File: config.mk
export PLATFORM = sky130hd
export DESIGN_NAME = psum_accumulator
export DESIGN_NICKNAME = d
export VERILOG_FILES = /design/src/rtl/psum_accumulator.sv
export SDC_FILE = /design/constraint.sdc
export NUM_CORES = 1
export LEC_CHECK = 0
export CAP_MARGIN = 20
export CORE_ASPECT_RATIO = 1.5
export CORE_UTILIZATION = 25
export DETAILED_ROUTE_END_ITERATION = 8
export SYNTH_ARGS = -nofsm -noshare
export SYNTH_HDL_FRONTEND = slang
export SYNTH_SLANG_ARGS = --single-unit
File: constraint.sdc
create_clock -name clk -period 3.9 [get_ports clk]
set_input_delay 0.78 -clock clk [delete_from_list [all_inputs] [get_ports clk]]
set_output_delay 0.78 -clock clk [all_outputs]
set_load 0.02 [all_outputs]
File: src/rtl/psum_accumulator.sv
// Partial-sum accumulator: sums NUM_TERMS 16Q11 terms plus bias at
// extended precision, saturates once, optional ReLU, valid/ready output.
module psum_accumulator #(
  parameter int dwidth    = 16,
  parameter int awidth    = 24,
  parameter int NUM_TERMS = 25
) (
  input  logic              clk,
  input  logic              rst,
  input  logic              start,
  input  logic [dwidth-1:0] bias,
  input  logic              relu_en,
  output logic              busy,
  input  logic              din_valid,
  output logic              din_ready,
  input  logic [dwidth-1:0] din,
  output logic              dout_valid,
  input  logic              dout_ready,
  output logic [dwidth-1:0] dout
);

  localparam int CW = 8;
  localparam int XW = awidth - dwidth;

  typedef enum logic [2:0] {
    IDLE,
    ACC,
    BIAS,
    SAT,
    OUT
  } state_t;

  state_t            state_q;
  logic [awidth-1:0] acc_q;
  logic [CW-1:0]     cnt_q;
  logic [dwidth-1:0] bias_q;
  logic              relu_q;
  logic              din_ready_q;
  logic              dout_valid_q;
  logic [dwidth-1:0] dout_q;

  logic [awidth-1:0] din_ext_d;
  logic [awidth-1:0] bias_ext_d;
  logic [XW:0]       top_d;
  logic              fits_d;
  logic [dwidth-1:0] sat_d;
  logic [dwidth-1:0] res_d;
  logic              take_d;
  logic              last_d;

  assign din_ext_d  = {{XW{din[dwidth-1]}}, din};
  assign bias_ext_d = {{XW{bias_q[dwidth-1]}}, bias_q};

  // Value fits 16 bits when every bit above the result sign matches it
  assign top_d  = acc_q[awidth-1:dwidth-1];
  assign fits_d = (&top_d) | ~(|top_d);

  always_comb begin
    sat_d = acc_q[dwidth-1:0];
    if (!fits_d) begin
      if (acc_q[awidth-1]) begin
        sat_d = {1'b1, {(dwidth-1){1'b0}}};
      end else begin
        sat_d = {1'b0, {(dwidth-1){1'b1}}};
      end
    end
  end

  assign res_d  = (relu_q && sat_d[dwidth-1]) ? '0 : sat_d;
  assign take_d = din_valid & din_ready_q;
  assign last_d = (cnt_q == CW'(NUM_TERMS - 1));

  always_ff @(posedge clk or posedge rst) begin
    if (rst) begin
      state_q      <= IDLE;
      acc_q        <= '0;
      cnt_q        <= '0;
      bias_q       <= '0;
      relu_q       <= 1'b0;
      din_ready_q  <= 1'b0;
      dout_valid_q <= 1'b0;
      dout_q       <= '0;
    end else begin
      unique case (state_q)
        IDLE: begin
          din_ready_q <= 1'b0;
          if (start) begin
            bias_q      <= bias;
            relu_q      <= relu_en;
            acc_q       <= '0;
            cnt_q       <= '0;
            din_ready_q <= 1'b1;
            state_q     <= ACC;
          end
        end
        ACC: begin
          if (take_d) begin
            acc_q <= acc_q + din_ext_d;
            cnt_q <= cnt_q + CW'(1);
            if (last_d) begin
              din_ready_q <= 1'b0;
              state_q     <= BIAS;
            end
          end
        end
        BIAS: begin
          acc_q   <= acc_q + bias_ext_d;
          state_q <= SAT;
        end
        SAT: begin
          dout_q       <= res_d;
          dout_valid_q <= 1'b1;
          state_q      <= OUT;
        end
        OUT: begin
          if (dout_ready) begin
            dout_valid_q <= 1'b0;
            state_q      <= IDLE;
          end
        end
        default: begin
          din_ready_q  <= 1'b0;
          dout_valid_q <= 1'b0;
          state_q      <= IDLE;
        end
      endcase
    end
  end

  assign busy       = (state_q != IDLE);
  assign din_ready  = din_ready_q;
  assign dout_valid = dout_valid_q;
  assign dout       = dout_q;

endmodule

==> flow_summary.toml, run 1 <==
[global_routing]
grt_pass1_wl_um = 17700
grt_use_total = 0.131
grt_pass1_vias = 3681
overflow = 0
grt_max_degree = 71
antenna_found_initial = 0

[cells_and_area]
nFillCells = 1721
finish.utilization = 0.319
syn_to_final_growth_pct = 25.1
design_area_sq_um = 5350
fin_nets = 582
antenna_cells = 0
drive_above_1_share = 0.124

[placed_design]
placed_area_sq_um = 5080
dp_slack_ns = 0.266
gp_congestion = 0.861
dp_hpwl_um = 8280
port_buffers = 56

[clock_network]
clockBufferDepth = 2
cts_tree = "yes"
clk_pin_slew_ns = 0.06
h-tree-depth = 3
cts_buffers = 9
cts.sinks = 70
postCtsSetupBuffers = 0
clkLatencyLatePin_ns = 0.33
hold_buffers = 0
clockRootBuffer = "clkbuf_16"
cts_resized = 0

[pwr]
pwr_density_cell_nw_per_um2 = 865
report.power.total_uw = 4630
vdd_drop_max_v = 0.000416
p_leak_uw = 0.00230

[worst_setup_path]
critPathRequiredTime_ns = 4.15
rr_worst_depth = 12
r2r-start = "state_q[2]$_DFFE_PP0P_"
reg2reg_to = "acc_q[23]$_DFFE_PP0P_"
crit_path_start_kind = "flip-flop"
r2r_slack_ns = 0.29
timing_worst_setup_path_type = "reg -> reg"
crit_path_end_kind = "flip-flop"
cp.arrival_ns = 3.85
cp_max_fo = 8

[yosys]
synth_fp_nets = 526
synth.distinct_cells = 51
synth.most_common_cell = "o21ai_0"
yosys.area.top_type_share = 0.409
synth-main-ff-cell = "dfrtp_1"
synth_area_leader_cell = "dfrtp_1"
synthTopCellsByArea = "dfrtp_1 41%, mux2_2 8.4%, o21ai_0 8.3%, ha_1 7.3%, nand2_1 5.2%"
syn_inst = 462
synth_edf_count = 0
ys_top_cells_by_count = "71 x o21ai_0, 70 x dfrtp_1, 59 x nand2_1"
synth_area_sq_um = 4280
syn_area_per_cell_sq_um = 9.26
ys_seq_area_frac = 0.409
yosysWarningCount = 0
postSynth.asyncResetShare = 1.00
ys_seq_elements = 70

[detailed_routing]
drt_iter0_markers = 187
vias = 3564
wl_per_cell_um = 15.0
vias_per_cell = 4.86
drtPass1Iterations = 4
drc_errors = 0
wirelength_um = 11000
ant_nets = 0

[min_path]
hold_path_end = "dout[11]$_DFFE_PP0P_"
hold_depth = 2
min_from = "dout[11]$_DFFE_PP0P_"
hold_class = "reg -> reg"

[timing]
post-route-min-period_ns = 3.61
final.setup.worst_slack_ns = 0.295
rsz0062_at_grt = "no"
slew_violations = 0
hold_viol_final = 0
final.setup.tns_ns = 0
fmax_mhz = 277
setup_viol = 0
finalCritPeriodShare = 0.924
max-slew-margin-rel = 0.363
finalClockSkew_ns = 0.00365
tightest_slew_ns = 0.953

[run]
drv_cap = 0

[floorplanning]
dieArea_sq_um = 17600
die_w_um = 109
row_count = 58
coreArea_sq_um = 16800
io_pins = 57
die_y_um = 162
start_util = 0.255

[status]
outcome = "completed"
==> placed cells by master (no fill, tap or decap), types with 4 or more instances in the layout <==
| cell type | count |
|---|---|
| dfrtp_1 | 70 |
| nand4_1 | 9 |
| xnor2_1 | 11 |
| mux2_2 | 32 |
| o211ai_1 | 4 |
| nor3_1 | 8 |
| a21o_1 | 6 |
| o21bai_1 | 4 |
| clkdlybuf4s50_1 | 56 |
| a21oi_1 | 22 |
| nor2_1 | 21 |
| o21ai_0 | 71 |
| nand3_1 | 12 |
| and3_1 | 4 |
| inv_1 | 11 |
| clkbuf_16 | 9 |
| nand2b_1 | 5 |
| nand2_1 | 59 |
| a31oi_1 | 6 |
| ha_1 | 25 |
| buf_4 | 11 |
| xor2_1 | 13 |
| o31ai_1 | 5 |
==> state kept, by name (all words and copies together) (netlist names) <==
name	flops
dout_valid	1
acc_q	24
bias_q	16
relu_q	1
dout	16
din_ready	1
state_q	3
cnt_q	8
==> how the worst max path moves through the flow <==
stage                            from                    end  depth (start not counted)
3_5_place_dp                   din[0]  acc_q[12]$_DFFE_PP0P_                         12
4_1_cts        state_q[2]$_DFFE_PP0P_  acc_q[23]$_DFFE_PP0P_                         12
2_1_floorplan  state_q[2]$_DFFE_PP0P_  acc_q[23]$_DFFE_PP0P_                         14
6_report       state_q[2]$_DFFE_PP0P_  acc_q[23]$_DFFE_PP0P_                         12
5_1_grt        state_q[2]$_DFFE_PP0P_  acc_q[23]$_DFFE_PP0P_                         12
3_3_place_gp                   din[0]  acc_q[16]$_DFFE_PP0P_                         12
==> report_power, final <==
group / total [uW] / switching [uW] / internal, uW
registers: 1290 / 230 / 1060
clock network: 743 / 298 / 444
logic: 2600 / 1450 / 1150
==> routing by layer <==
metal / vias to the layer above / wire [um] / track usage
met4: 0 / 218 / 0.0602
met1: 1727 / 4510 / 0.141
met5: - / 0 / 0
met2: 55 / 5970 / 0.243
met3: 11 / 287 / 0.0209
li1: 1771 / - / -
==> worst max-delay path: stages, from the launching register on <==
cell	delay, ns
dfrtp_1	0.38
and2b_1	0.23
and2b_1	0.34
buf_4	0.26
mux2_2	0.36
ha_1	0.39
a21oi_1	0.22
o21ai_0	0.17
a22oi_1	0.31
a21oi_1	0.15
or3_1	0.35
a211o_1	0.29
o21ai_0	0.07
==> metrics by stage <==
stage / std cells / hold WS [ns]
after floorplan: 462 / 0.445
after global placement: 717 / 0.465
after detailed placement: 717 / 0.472
after CTS: 733 / 0.484
after global routing: 733 / 0.495
final: 733 / 0.474
==> cell type report <==
cell class / instances / area (sq um) / share of cell area
Clock buffer: 12 / 246 / 0.0461
Clock inverter: 4 / 22.5 / 0.00421
Inverter: 12 / 45.0 / 0.00842
Multi-Input combinational cell: 358 / 2380 / 0.445
Sequential cell: 70 / 1750 / 0.327
Tap cell: 210 / 263 / 0.0491
Timing Repair Buffer: 67 / 643 / 0.120
==> cell families after synthesis <==
logic type,Yosys count,share of synthesized area
XOR/XNOR,24,0.0491
buffers and inverters,34,0.0351
multiplexers,33,0.0866
AND/OR/NAND/NOR,139,0.154
AO/OA/AOI/OAI,136,0.188
adder cells (fa/ha/maj),26,0.0778
flip-flops,70,0.409
No activity file was read; power rests on OpenSTA's default activity.
==> run 2, diff against run 1 <==
GPL_TIMING_DRIVEN = 0   (was default)
==> run 2 against run 1 <==
  * Critical path depth increased by 3
  * Sequential share of layout area decreased by 0.47 points
  * Design area increased by 1.5%
  * Core utilization increased by 0.46 points
  * Non-clock buffer count increased by 11
  * Global-route usage increased by 0.98 points
  * Critical path type unchanged
  * Largest cell class unchanged
==> flow_summary.toml, run 2 (synthesis gave the netlist of run 1 again) <==
[cells_and_area]
nFillCells = 1709
layout_commonest_cell = "o21ai_0"
syn_to_final_growth_pct = 26.9
final_cell_mix = "71 x o21ai_0, 70 x dfrtp_1, 59 x nand2_1"
multi_input_area_sq_um = 2390
drive_above_1_share = 0.125
seq_area_sq_um = 1750
antenna_cells = 0
fin_nets = 593
design_area_sq_um = 5430
largest_reg_flops = 24
top_register = "acc_q"

[min_path]
hold_class = "reg -> reg"
hold_path_end = "dout[1]$_DFFE_PP0P_"
hold_depth = 2
min_from = "dout[1]$_DFFE_PP0P_"

[global_routing]
grt_use_total = 0.140
overflow = 0
antenna_found_initial = 0
grt_pass1_wl_um = 19100
grt_max_degree = 57
grt_pass1_vias = 3852

[placed_design]
gp_congestion = 0.912
port_buffers = 56
placed_area_sq_um = 5130
dp_slack_ns = -0.281
dp_hpwl_um = 9110

[worst_setup_path]
timing_worst_setup_path_type = "reg -> reg"
slowest_delay_ns = 0.42
crit_slowest_cell = "o21ai_0"
r2r-start = "state_q[1]$_DFFE_PP0P_"
critPathRequiredTime_ns = 4.10
rr_worst_depth = 15
critPathTopFamily = "compound AO/OA/AOI/OAI gates"
crit_path_cell_trace = "buf_4 -> and2b_1 -> and2b_1 -> buf_6 -> mux2_2 -> ha_1 -> inv_1 -> fa_1 -> and2b_1 -> o2111ai_1 -> a21boi_2 -> a31oi_2 -> o21ai_0 -> xnor2_1 -> o21ai_0"
critPathBufInv = 3
cp_common_cell = "and2b_1"
crit_path_start_kind = "flip-flop"
crit_path_end_kind = "flip-flop"
cp_max_fo = 16
cp.arrival_ns = 3.85
r2r_slack_ns = 0.25
reg2reg_to = "acc_q[20]$_DFFE_PP0P_"

[timing]
slew_violations = 0
max-slew-margin-rel = 0.517
finalCritPeriodShare = 0.937
finalClockSkew_ns = 0.00867
fmax_mhz = 274
post-route-min-period_ns = 3.65
tightest_slew_ns = 0.719
rsz0062_at_grt = "no"
final.setup.worst_slack_ns = 0.248
hold_viol_final = 0
setup_viol = 0

[floorplanning]
io_pins = 57
die_y_um = 162
dieArea_sq_um = 17600
coreArea_sq_um = 16800
start_util = 0.255
row_count = 58
die_w_um = 109

[detailed_routing]
vias = 3707
ant_nets = 0
drc_errors = 0
wl_per_cell_um = 15.6
drt_iter0_markers = 187
drtPass1Iterations = 4
wirelength_um = 11600
vias_per_cell = 4.98

[pwr]
vdd_drop_max_v = 0.000378
p_leak_uw = 0.00232
pwr_density_cell_nw_per_um2 = 876

[clock_network]
cts_buffers = 9
clockRootBuffer = "clkbuf_16"
h-tree-depth = 3
cts_tree = "yes"
hold_buffers = 0
cts.sinks = 70
clockBufferDepth = 2
clk_pin_slew_ns = 0.06
clkLatencyLatePin_ns = 0.34

[status]
outcome = "completed"

[run]
drv_cap = 0
run 2: worst reg2reg max path, cell delays in order, from the launching register on:
cell	delay, ns
dfrtp_1	0.36
buf_4	0.16
and2b_1	0.19
and2b_1	0.18
buf_6	0.18
mux2_2	0.26
ha_1	0.18
inv_1	0.06
fa_1	0.39
and2b_1	0.22
o2111ai_1	0.18
a21boi_2	0.28
a31oi_2	0.19
o21ai_0	0.42
xnor2_1	0.18
o21ai_0	0.09
run 2: how the worst max path moves through the flow:
stage	cells after the start	start	slack [ns]	end
2_1_floorplan	14	state_q[2]$_DFFE_PP0P_	0.65	acc_q[23]$_DFFE_PP0P_
3_3_place_gp	13	state_q[2]$_DFFE_PP0P_	-0.18	acc_q[20]$_DFFE_PP0P_
3_5_place_dp	13	state_q[2]$_DFFE_PP0P_	-0.28	acc_q[20]$_DFFE_PP0P_
4_1_cts	15	state_q[1]$_DFFE_PP0P_	0.16	acc_q[20]$_DFFE_PP0P_
5_1_grt	14	state_q[1]$_DFFE_PP0P_	0.007	acc_q[22]$_DFFE_PP0P_
6_report	15	state_q[1]$_DFFE_PP0P_	0.25	acc_q[20]$_DFFE_PP0P_
run 2: power breakdown:
| part | internal [uW] | switching (uW) | total, uW |
|---|---|---|---|
| logic | 1140 | 1520 | 2660 |
| clock network | 490 | 318 | 807 |
| registers | 1060 | 229 | 1280 |
run 2: routing by layer:
metal  track usage  part of all wire
met3        0.0189             0.029
met2         0.262              0.56
met5             0                 0
met1         0.154              0.39
met4        0.0620             0.025
run 2: timing repair:
| item | 4_1_cts | 5_1_grt |
|---|---|---|
| endpoints found under the setup margin | 6 | 3 |
| gates cloned | 0 | 0 |
| setup buffers | 0 | 0 |
| resized for setup | 0 | 2 |
| pin swaps | 0 | 0 |
run 2: layout make-up:
class / count / area share
Multi-Input combinational cell: 358 / 0.440
Clock inverter: 7 / 0.0120
Sequential cell: 70 / 0.323
Inverter: 12 / 0.00876
Buffer: 21 / 0.0187
Timing Repair Buffer: 57 / 0.108
Clock buffer: 9 / 0.0415
Tap cell: 210 / 0.0484
run 2: per-stage QoR:
| step | power [uW] | TNS (ns) | hold slack (ns) | util | std cells |
|---|---|---|---|---|---|
| finish | 4750 | 0 | 0.476 | 0.324 | 744 |
| floorplan | 3130 | 0 | 0.445 | - | 462 |
| detailed placement | 3950 | -0.686 | 0.475 | 0.306 | 729 |
| global route | 5150 | 0 | 0.497 | 0.324 | 744 |
| global placement | 3870 | -0.396 | 0.460 | 0.304 | 728 |
| CTS | 4760 | 0 | 0.486 | 0.323 | 744 |
